[config.mk]
export PLATFORM = sky130hd
export DESIGN_NAME = upscaler_pixel_feeder
export DESIGN_NICKNAME = d
export VERILOG_FILES = /design/src/rtl/upscaler_pixel_feeder.sv
export SDC_FILE = /design/constraint.sdc
export NUM_CORES = 1
export LEC_CHECK = 0
export BUFFER_PORTS_ARGS = -buffer_cell sky130_fd_sc_hd__buf_2
export CAP_MARGIN = 20
export CELL_PAD_IN_SITES_DETAIL_PLACEMENT = 0
export CELL_PAD_IN_SITES_GLOBAL_PLACEMENT = 2
export CORE_UTILIZATION = 35
export DETAILED_ROUTE_END_ITERATION = 8
export HOLD_SLACK_MARGIN = 0.08
export PLACE_DENSITY = 0.78
export SLEW_MARGIN = 20
export SYNTH_ARGS = -nofsm -noshare
export SYNTH_HDL_FRONTEND = slang
export SYNTH_SLANG_ARGS = --single-unit
[constraint.sdc]
create_clock -name clk -period 4.4 [get_ports clk]
set_clock_uncertainty 0.2 [all_clocks]
set_input_delay 0.88 -clock clk [delete_from_list [all_inputs] [get_ports clk]]
set_output_delay 0.88 -clock clk [all_outputs]
set_load 0.01 [all_outputs]
[src/rtl/upscaler_pixel_feeder.sv]
// Source-frame reader feeding the bicubic upscaler: each raster pixel is held for H_PHASES valid cycles.
// Optional black-row flush after the frame is compiled in with UPSCALER_FEED_FLUSH_EN.
module upscaler_pixel_feeder #(
    parameter int IMG_W      = 384,
    parameter int IMG_H      = 216,
    parameter int H_PHASES   = 3,
    parameter int ADDR_W     = 17,
    parameter int FLUSH_ROWS = 3
) (
    input  logic              clk,
    input  logic              rst,
    input  logic              start,
    input  logic              stall,
    output logic              mem_rd_en,
    output logic [ADDR_W-1:0] mem_addr,
    input  logic [23:0]       mem_rd_data,
    output logic [23:0]       pixel_out,
    output logic              pixel_valid,
    output logic              sof,
    output logic              eol,
    output logic              busy,
    output logic              done
);
    localparam int ROW_MAX = (IMG_H > FLUSH_ROWS) ? IMG_H : FLUSH_ROWS;
    localparam int CW = $clog2(IMG_W + 1);
    localparam int RW = $clog2(ROW_MAX + 1);
    localparam int PW = $clog2(H_PHASES + 1);
    localparam logic [CW-1:0] COL_LAST = CW'(IMG_W - 1);
    localparam logic [RW-1:0] ROW_LAST = RW'(IMG_H - 1);
    localparam logic [PW-1:0] PH_LAST  = PW'(H_PHASES - 1);
`ifdef UPSCALER_FEED_FLUSH_EN
    localparam logic [RW-1:0] FL_LAST  = RW'(FLUSH_ROWS - 1);
`endif

    typedef enum logic [2:0] {
        S_IDLE  = 3'd0,
        S_FETCH = 3'd1,
        S_WAIT  = 3'd2,
        S_EMIT  = 3'd3,
        S_DONE  = 3'd4
`ifdef UPSCALER_FEED_FLUSH_EN
        , S_FLUSH = 3'd5
`endif
    } state_t;

    state_t            state_r;
    logic [CW-1:0]     col_r;
    logic [RW-1:0]     row_r;
    logic [PW-1:0]     phase_r;
    logic [ADDR_W-1:0] rd_addr_r;
    logic [23:0]       pixel_r;
    logic [23:0]       next_r;
    logic              pend_r;
    logic              busy_r;
    logic              done_r;

    logic flushing_s;
    logic valid_s;
    logic phase_last_s;
    logic col_last_s;
    logic last_px_s;
    logic prefetch_s;

`ifdef UPSCALER_FEED_FLUSH_EN
    assign flushing_s = (state_r == S_FLUSH);
`else
    assign flushing_s = 1'b0;
`endif

    assign valid_s      = ((state_r == S_EMIT) || flushing_s) && !stall;
    assign phase_last_s = (phase_r == PH_LAST);
    assign col_last_s   = (col_r == COL_LAST);
    assign last_px_s    = col_last_s && (row_r == ROW_LAST);
    // One read per source pixel, issued on its first valid phase so data is ready before the wrap.
    assign prefetch_s   = (state_r == S_EMIT) && !stall && (phase_r == {PW{1'b0}}) && !last_px_s;

    assign mem_rd_en   = (state_r == S_FETCH) || prefetch_s;
    assign mem_addr    = rd_addr_r;
    assign pixel_out   = pixel_r;
    assign pixel_valid = valid_s;
    assign sof         = valid_s && (state_r == S_EMIT) && (col_r == {CW{1'b0}}) && (row_r == {RW{1'b0}});
    assign eol         = valid_s && col_last_s;
    assign busy        = busy_r;
    assign done        = done_r;

    // Frame sequencer, raster counters, read address and pixel pipeline.
    always_ff @(posedge clk or posedge rst) begin
        if (rst) begin
            state_r   <= S_IDLE;
            col_r     <= {CW{1'b0}};
            row_r     <= {RW{1'b0}};
            phase_r   <= {PW{1'b0}};
            rd_addr_r <= {ADDR_W{1'b0}};
            pixel_r   <= 24'h000000;
            next_r    <= 24'h000000;
            pend_r    <= 1'b0;
            busy_r    <= 1'b0;
            done_r    <= 1'b0;
        end else begin
            done_r <= 1'b0;
            pend_r <= prefetch_s;
            if (pend_r) begin
                next_r <= mem_rd_data;
            end
            if (prefetch_s) begin
                rd_addr_r <= rd_addr_r + ADDR_W'(1);
            end
            case (state_r)
                S_IDLE: begin
                    if (start) begin
                        state_r <= S_FETCH;
                        busy_r  <= 1'b1;
                        col_r   <= {CW{1'b0}};
                        row_r   <= {RW{1'b0}};
                        phase_r <= {PW{1'b0}};
                    end
                end
                S_FETCH: begin
                    rd_addr_r <= ADDR_W'(1);
                    state_r   <= S_WAIT;
                end
                S_WAIT: begin
                    pixel_r <= mem_rd_data;
                    state_r <= S_EMIT;
                end
                S_EMIT: begin
                    if (!stall) begin
                        if (!phase_last_s) begin
                            phase_r <= phase_r + PW'(1);
                        end else begin
                            phase_r <= {PW{1'b0}};
                            if (last_px_s) begin
                                col_r   <= {CW{1'b0}};
                                row_r   <= {RW{1'b0}};
                                pixel_r <= 24'h000000;
`ifdef UPSCALER_FEED_FLUSH_EN
                                state_r <= S_FLUSH;
`else
                                state_r <= S_DONE;
                                done_r  <= 1'b1;
`endif
                            end else begin
                                // A read issued one cycle earlier has not reached next_r yet.
                                pixel_r <= pend_r ? mem_rd_data : next_r;
                                if (col_last_s) begin
                                    col_r <= {CW{1'b0}};
                                    row_r <= row_r + RW'(1);
                                end else begin
                                    col_r <= col_r + CW'(1);
                                end
                            end
                        end
                    end
                end
`ifdef UPSCALER_FEED_FLUSH_EN
                S_FLUSH: begin
                    if (!stall) begin
                        if (!phase_last_s) begin
                            phase_r <= phase_r + PW'(1);
                        end else begin
                            phase_r <= {PW{1'b0}};
                            if (col_last_s && (row_r == FL_LAST)) begin
                                state_r <= S_DONE;
                                done_r  <= 1'b1;
                            end else if (col_last_s) begin
                                col_r <= {CW{1'b0}};
                                row_r <= row_r + RW'(1);
                            end else begin
                                col_r <= col_r + CW'(1);
                            end
                        end
                    end
                end
`endif
                S_DONE: begin
                    state_r   <= S_IDLE;
                    busy_r    <= 1'b0;
                    rd_addr_r <= {ADDR_W{1'b0}};
                end
                default: begin
                    state_r <= S_IDLE;
                    busy_r  <= 1'b0;
                end
            endcase
        end
    end
endmodule

# Yosys cells after proc, flatten, opt, wreduce, memory -nomap -nowiden
# Cells that the tools add are included.
[word_totals]
ff_bits = 90
latchBits = 0
mem_bits_rw = 0
romBits = 0
in_bits = 28
out_inout_bits = 47
elab_cells = 86
memories = 0
[op_classes]
n_addsub = 4
n_mul = 0
div_mod_pow = 0
order_cmp = 0
n_eq_ne = 12
shift = 0
n_mux = 34
n_bitwise = 1
n_reduce_logical = 25
[ops]
columns = ["cell", "n"]
rows = [
  ["$mux 24", 4],
  ["$pmux 24 s2", 1],
  ["$mux 9", 5],
  ["$mux 8", 5],
  ["$pmux 17 s2", 1],
  ["$pmux 9 s2", 1],
  ["$add 17x1->17 const B", 1],
  ["$mux 17", 1],
  ["$pmux 8 s2", 1],
  ["$mux 3", 4],
  ["$pmux 3 s4", 1],
  ["$add 9x1->9 const B", 1],
  ["$eq 9x9->1 const B", 1],
  ["$logic_not 9->1", 1],
  ["$add 8x1->8 const B", 1],
  ["$eq 8x8->1 const B", 1],
  ["$logic_and 1x1->1", 8],
  ["$logic_not 8->1", 1],
  ["$ne 2x2->1 const B", 4],
  ["$reduce_and 4->1", 2],
  ["$eq 3x2->1 const B", 2],
  ["$mux 2", 3],
  ["$reduce_and 3->1", 2],
  ["$mux 1", 5],
  ["17 further kinds", 19],
]

# Depth between registers and ports, before layout
[logic_depth]
ltp_word = 6
ltp_mapped = 7
mapped_depth_nobuf = 5

# Worst setup path before layout
# No wires, ideal clock.
[synth_path]
kind = "in2out"
startpoint = "input port stall"
endpoint = "output port sof"
arrival_ns = 1.641
required_time_ns = 3.320
slack_ns = 1.679
path_stages = 4
n_path_buf = 1
cell_sequence = "and4bb_2 > buf_4 > nand2_1 > nor3_1"
[synth_via]
elab_chain_len = 5
[synth_lines]
columns = ["element", "line", "rtl"]
rows = [
  ["start, declared", "13", "input logic stall,"],
  ["$logic_not 1->1", "--", ""],
  ["$logic_and 1x1->1", "70", "assign valid_s = ((state_r == S_EMIT) || flushing_s) && !stall;"],
  ["named net pixel_valid", "18", "output logic pixel_valid,"],
  ["$logic_and 1x1->1 (3 in a row)", "81", "assign sof = valid_s && (state_r == S_EMIT) && (col_r == {CW{1'b0}}) && (row_r == {RW{1'b0}});"],
  ["end, declared", "19", "output logic sof,"],
]
# The timed path passes the listed nets, and every way through them passes these cells.

# Final worst setup path
[layout_path]
startpoint = "register state_r[0]"
endpoint = "register row_r[1]"
[layout_via]
elab_chain_len = 3
word_cells_on_any_way = 9
cone_classes = "5 x eq/ne; 1 x mux; 3 x reduce/logical"
[layout_lines]
columns = ["element", "line", "rtl"]
rows = [
  ["start, declared", "46", "state_t state_r;"],
  ["start signal, assigned", "89", "state_r <= S_IDLE;"],
  ["start signal, assigned", "111", "state_r <= S_FETCH;"],
  ["start signal, assigned", "120", "state_r <= S_WAIT;"],
  ["$eq 3x2->1 / $logic_not 3->1 (equally long branches)", "108", "case (state_r)"],
  ["$ne 3x3->1 (no line) (tied with other cells)", "--", ""],
  ["$reduce_and 5->1 (no line)", "--", ""],
  ["end signal, assigned", "114", "row_r <= {RW{1'b0}};"],
  ["end signal, assigned", "134", "row_r <= {RW{1'b0}};"],
  ["end signal, assigned", "147", "row_r <= row_r + RW'(1);"],
  ["end, declared", "48", "logic [RW-1:0] row_r;"],
]
# Parallel ways exist; a longest one is shown, timed or not.
# A chain may end at the register's enable or synchronous reset.

==> results.sh <==
export IMPL_status="finished, final reports clean"
export IMPL_pwr_share_clk_pct=28.2
export IMPL_required_ns=4.47
export IMPL_core_area_sq_mm=0.0122
export IMPL_final_nets=538
export IMPL_fmax_mhz=330
export IMPL_die_h_microns=115
export IMPL_whs_ns=0.288
export IMPL_track_usage_pct=18.2
export IMPL_cts_repair_resized=0
export IMPL_p_sw_mw=0.939
export IMPL_cap_violations=0
export IMPL_drive_gt1_share_pct=25.5
export IMPL_cp_arrival_ns=3.10
export IMPL_yosysTopAreaCellShare_pct=50.7
export IMPL_io_pins=75
export IMPL_clk_latency_ns=0.35
export IMPL_cts_root_buffer="clkbuf_16"
export IMPL_wl_per_cell_microns=16.5
export IMPL_synthCells=443
export IMPL_synthToLayoutAreaGrowth_pct=17.1
export IMPL_rows=40
export IMPL_die_area_sq_mm=0.0132
export IMPL_cp_start_kind="register"
export IMPL_port_buffers=74
export IMPL_hpwl_microns=7210
export IMPL_syn_nets=476
export IMPL_cts_sinks=90
export IMPL_cts_buffers=9
export IMPL_slew_viol_final=0
export IMPL_clock_path_buffers=2
export IMPL_syn_avg_cell_area_sq_um=10.0
export IMPL_ir_drop_uv=220
export IMPL_ys_flop_type="dfrtp_1"
export IMPL_tns_ns=0
export IMPL_critPathKind="reg2reg"
export IMPL_post_route_period_util_pct=68.8
export IMPL_drc=0
export IMPL_wl_microns=11200
export IMPL_netlist_area_sq_mm=0.00445
export IMPL_finish_utilization_pct=42.6
export IMPL_antenna_found_initial=0
export IMPL_r2r_end="row_r[1]$_DFFE_PP0P_"
export IMPL_final_cell_mix="dfrtp_1 (89), buf_2 (74), nand2_1 (51)"
export IMPL_combPwrFrac_pct=27.3
export IMPL_power_leakage_nw=2.31
export IMPL_die_w_microns=115
export IMPL_setup_slack_ns=1.37
export IMPL_final_area_sq_mm=0.00521
export IMPL_synthTopCellsByArea="dfrtp_1 (51%), mux2_2 (6.1%), a31oi_1 (4.5%), nand2_1 (4.3%), nand3_1 (4.1%)"
export IMPL_placed_area_sq_mm=0.00490
export IMPL_power_density_mw_per_mm2=555
export IMPL_clkTransAtPathRegs_ns=0.07
export IMPL_ys_ff_latch=90
export IMPL_cts_tree="done"
export IMPL_postCtsSetupRepairBufs=0
export IMPL_hold_path_class="reg2reg"
export IMPL_crit_path_end_kind="register"
export IMPL_synth_seq_area_share_pct=50.7
export IMPL_yosysUniqueCellTypes=46
export IMPL_hp_start="mem_addr[16]$_DFFE_PP0P_"
export IMPL_layout_commonest_cell="dfrtp_1"
export IMPL_drt_iter0_drc=276
export IMPL_overflow=0
export IMPL_hold_viol=0
export IMPL_rsz0062_at_grt="no"
export IMPL_ys_warn_count=0
export IMPL_ant_nets=0
export IMPL_grt_pass1_wl_microns=18300
export IMPL_drtPass1Iterations=4
export IMPL_via_count=3645
export IMPL_dpl_worst_slack_ns=1.21
export IMPL_holdPathEnd="mem_addr[16]$_DFFE_PP0P_"
export IMPL_r2r_start="state_r[0]$_DFFE_PP0P_"
export IMPL_setup_violations_final=0
export IMPL_htree_levels=3
export IMPL_synth_top_area_cell="dfrtp_1"
export IMPL_pwr_share_seq_pct=44.6
export IMPL_intPower_mw=1.95
export IMPL_grt_max_degree=58
export IMPL_hold_buffers=0
export IMPL_finalCriticalPeriod_ns=3.03
export IMPL_grt_pass1_vias=3573
export IMPL_hold_path_depth=1
export IMPL_synth_edf_count=0
export IMPL_start_util_pct=36.4
export IMPL_relSlewSlack_pct=30.7
export IMPL_r2r_cells=5
export IMPL_worstMarginPinSlew_ns=1.04
export IMPL_viasPerCell=5.38
export IMPL_gp_congestion=0.770
export IMPL_r2r_slack_ns=1.37
export IMPL_synth_async_reset_ratio_pct=100
export IMPL_antennaDiodeCount=0
export IMPL_p_sw_share_pct=32.5
export IMPL_worstPathMaxFanout=32
[area by class of cell]
| type | count | area, sq um |
|---|---|---|
| Fill cell | 1256 | 7000 |
| Sequential cell | 90 | 2250 |
| Multi-Input combinational cell | 314 | 1980 |
| Timing Repair Buffer | 80 | 415 |
| Clock buffer | 10 | 239 |
| Tap cell | 168 | 210 |
| Clock inverter | 6 | 71.3 |
| Inverter | 10 | 40.0 |
[synth_stat cells, drive strengths merged, types with 2 or more instances]
library cell and instances:
and2 3, mux2 24, nand2 51, mux2i 8
nand3b 2, dfrtp 90, o31ai 11, o21ai 14
buf 18, clkbuf 11, nand4 9, or3 7
nor2 29, and4 5, a31oi 32, or4 12
a21oi 19, and4bb 3, a22o 3, nor4 5
inv 10, nor3 8, and3 9, nand2b 4
ha 5, nand3 36
[power by group through the flow]
stage	Sequential, mW	Combinational, mW	Clock [mW]
after floorplan	1.30	0.534	0
after global placement	1.30	0.782	0
after detailed placement	1.31	0.802	0
after CTS	1.30	0.802	0.837
after global routing	1.33	0.897	0.866
final	1.29	0.789	0.815
[state kept, by name, indices dropped and copies added, names as in the netlist]
signal,flops
busy,1
col_r,9
done,1
mem_addr,17
next_r,24
pend_r,1
phase_r,2
pixel_out,24
row_r,8
state_r,3
[per-stage QoR]
stage	power, mW	cells
5_1_grt	3.09	678
3_5_place_dp	2.11	662
6_report	2.89	678
2_1_floorplan	1.83	443
4_1_cts	2.93	678
3_3_place_gp	2.08	662
[routing by layer]
| metal | track usage, % | part of all wire (%) |
|---|---|---|
| met3 | 4.13 | 4.1 |
| met2 | 29.9 | 48 |
| met1 | 23.8 | 47 |
| met4 | 6.23 | 1.7 |
| met5 | 0 | 0 |
[worst max-delay path, cell delays in order (launching register included)]
cell,delay [ns]
dfrtp_1,0.57
and3b_1,0.22
buf_4,0.37
a21oi_1,0.41
a21oi_1,0.88
mux2i_1,0.28
[cell families (layout without fill, tap and decap cells)]
| kind of cell | after synthesis | after routing | synth area share, % |
|---|---|---|---|
| AND/OR/NAND/NOR | 190 | 190 | 22.8 |
| XOR/XNOR | 1 | 1 | 0.197 |
| adder cells (fa/ha/maj) | 5 | 5 | 1.41 |
| AO/OA/AOI/OAI | 86 | 86 | 12.2 |
| buffers and inverters | 39 | 106 | 4.84 |
| flip-flops | 90 | 90 | 50.7 |
| multiplexers | 32 | 32 | 7.88 |
[worst max-delay path by stage]
stage / slack, ns / depth (start not counted) / from / end
floorplan: 0.98 / 1 / rst / busy$_DFFE_PP0P_
global placement: 1.34 / 5 / stall / row_r[1]$_DFFE_PP0P_
detailed placement: 1.21 / 5 / stall / row_r[0]$_DFFE_PP0P_
CTS: 1.35 / 5 / state_r[0]$_DFFE_PP0P_ / row_r[0]$_DFFE_PP0P_
global route: 1.20 / 5 / state_r[0]$_DFFE_PP0P_ / row_r[1]$_DFFE_PP0P_
finish: 1.37 / 5 / state_r[0]$_DFFE_PP0P_ / row_r[1]$_DFFE_PP0P_
(Power assumes the default switching activity.)
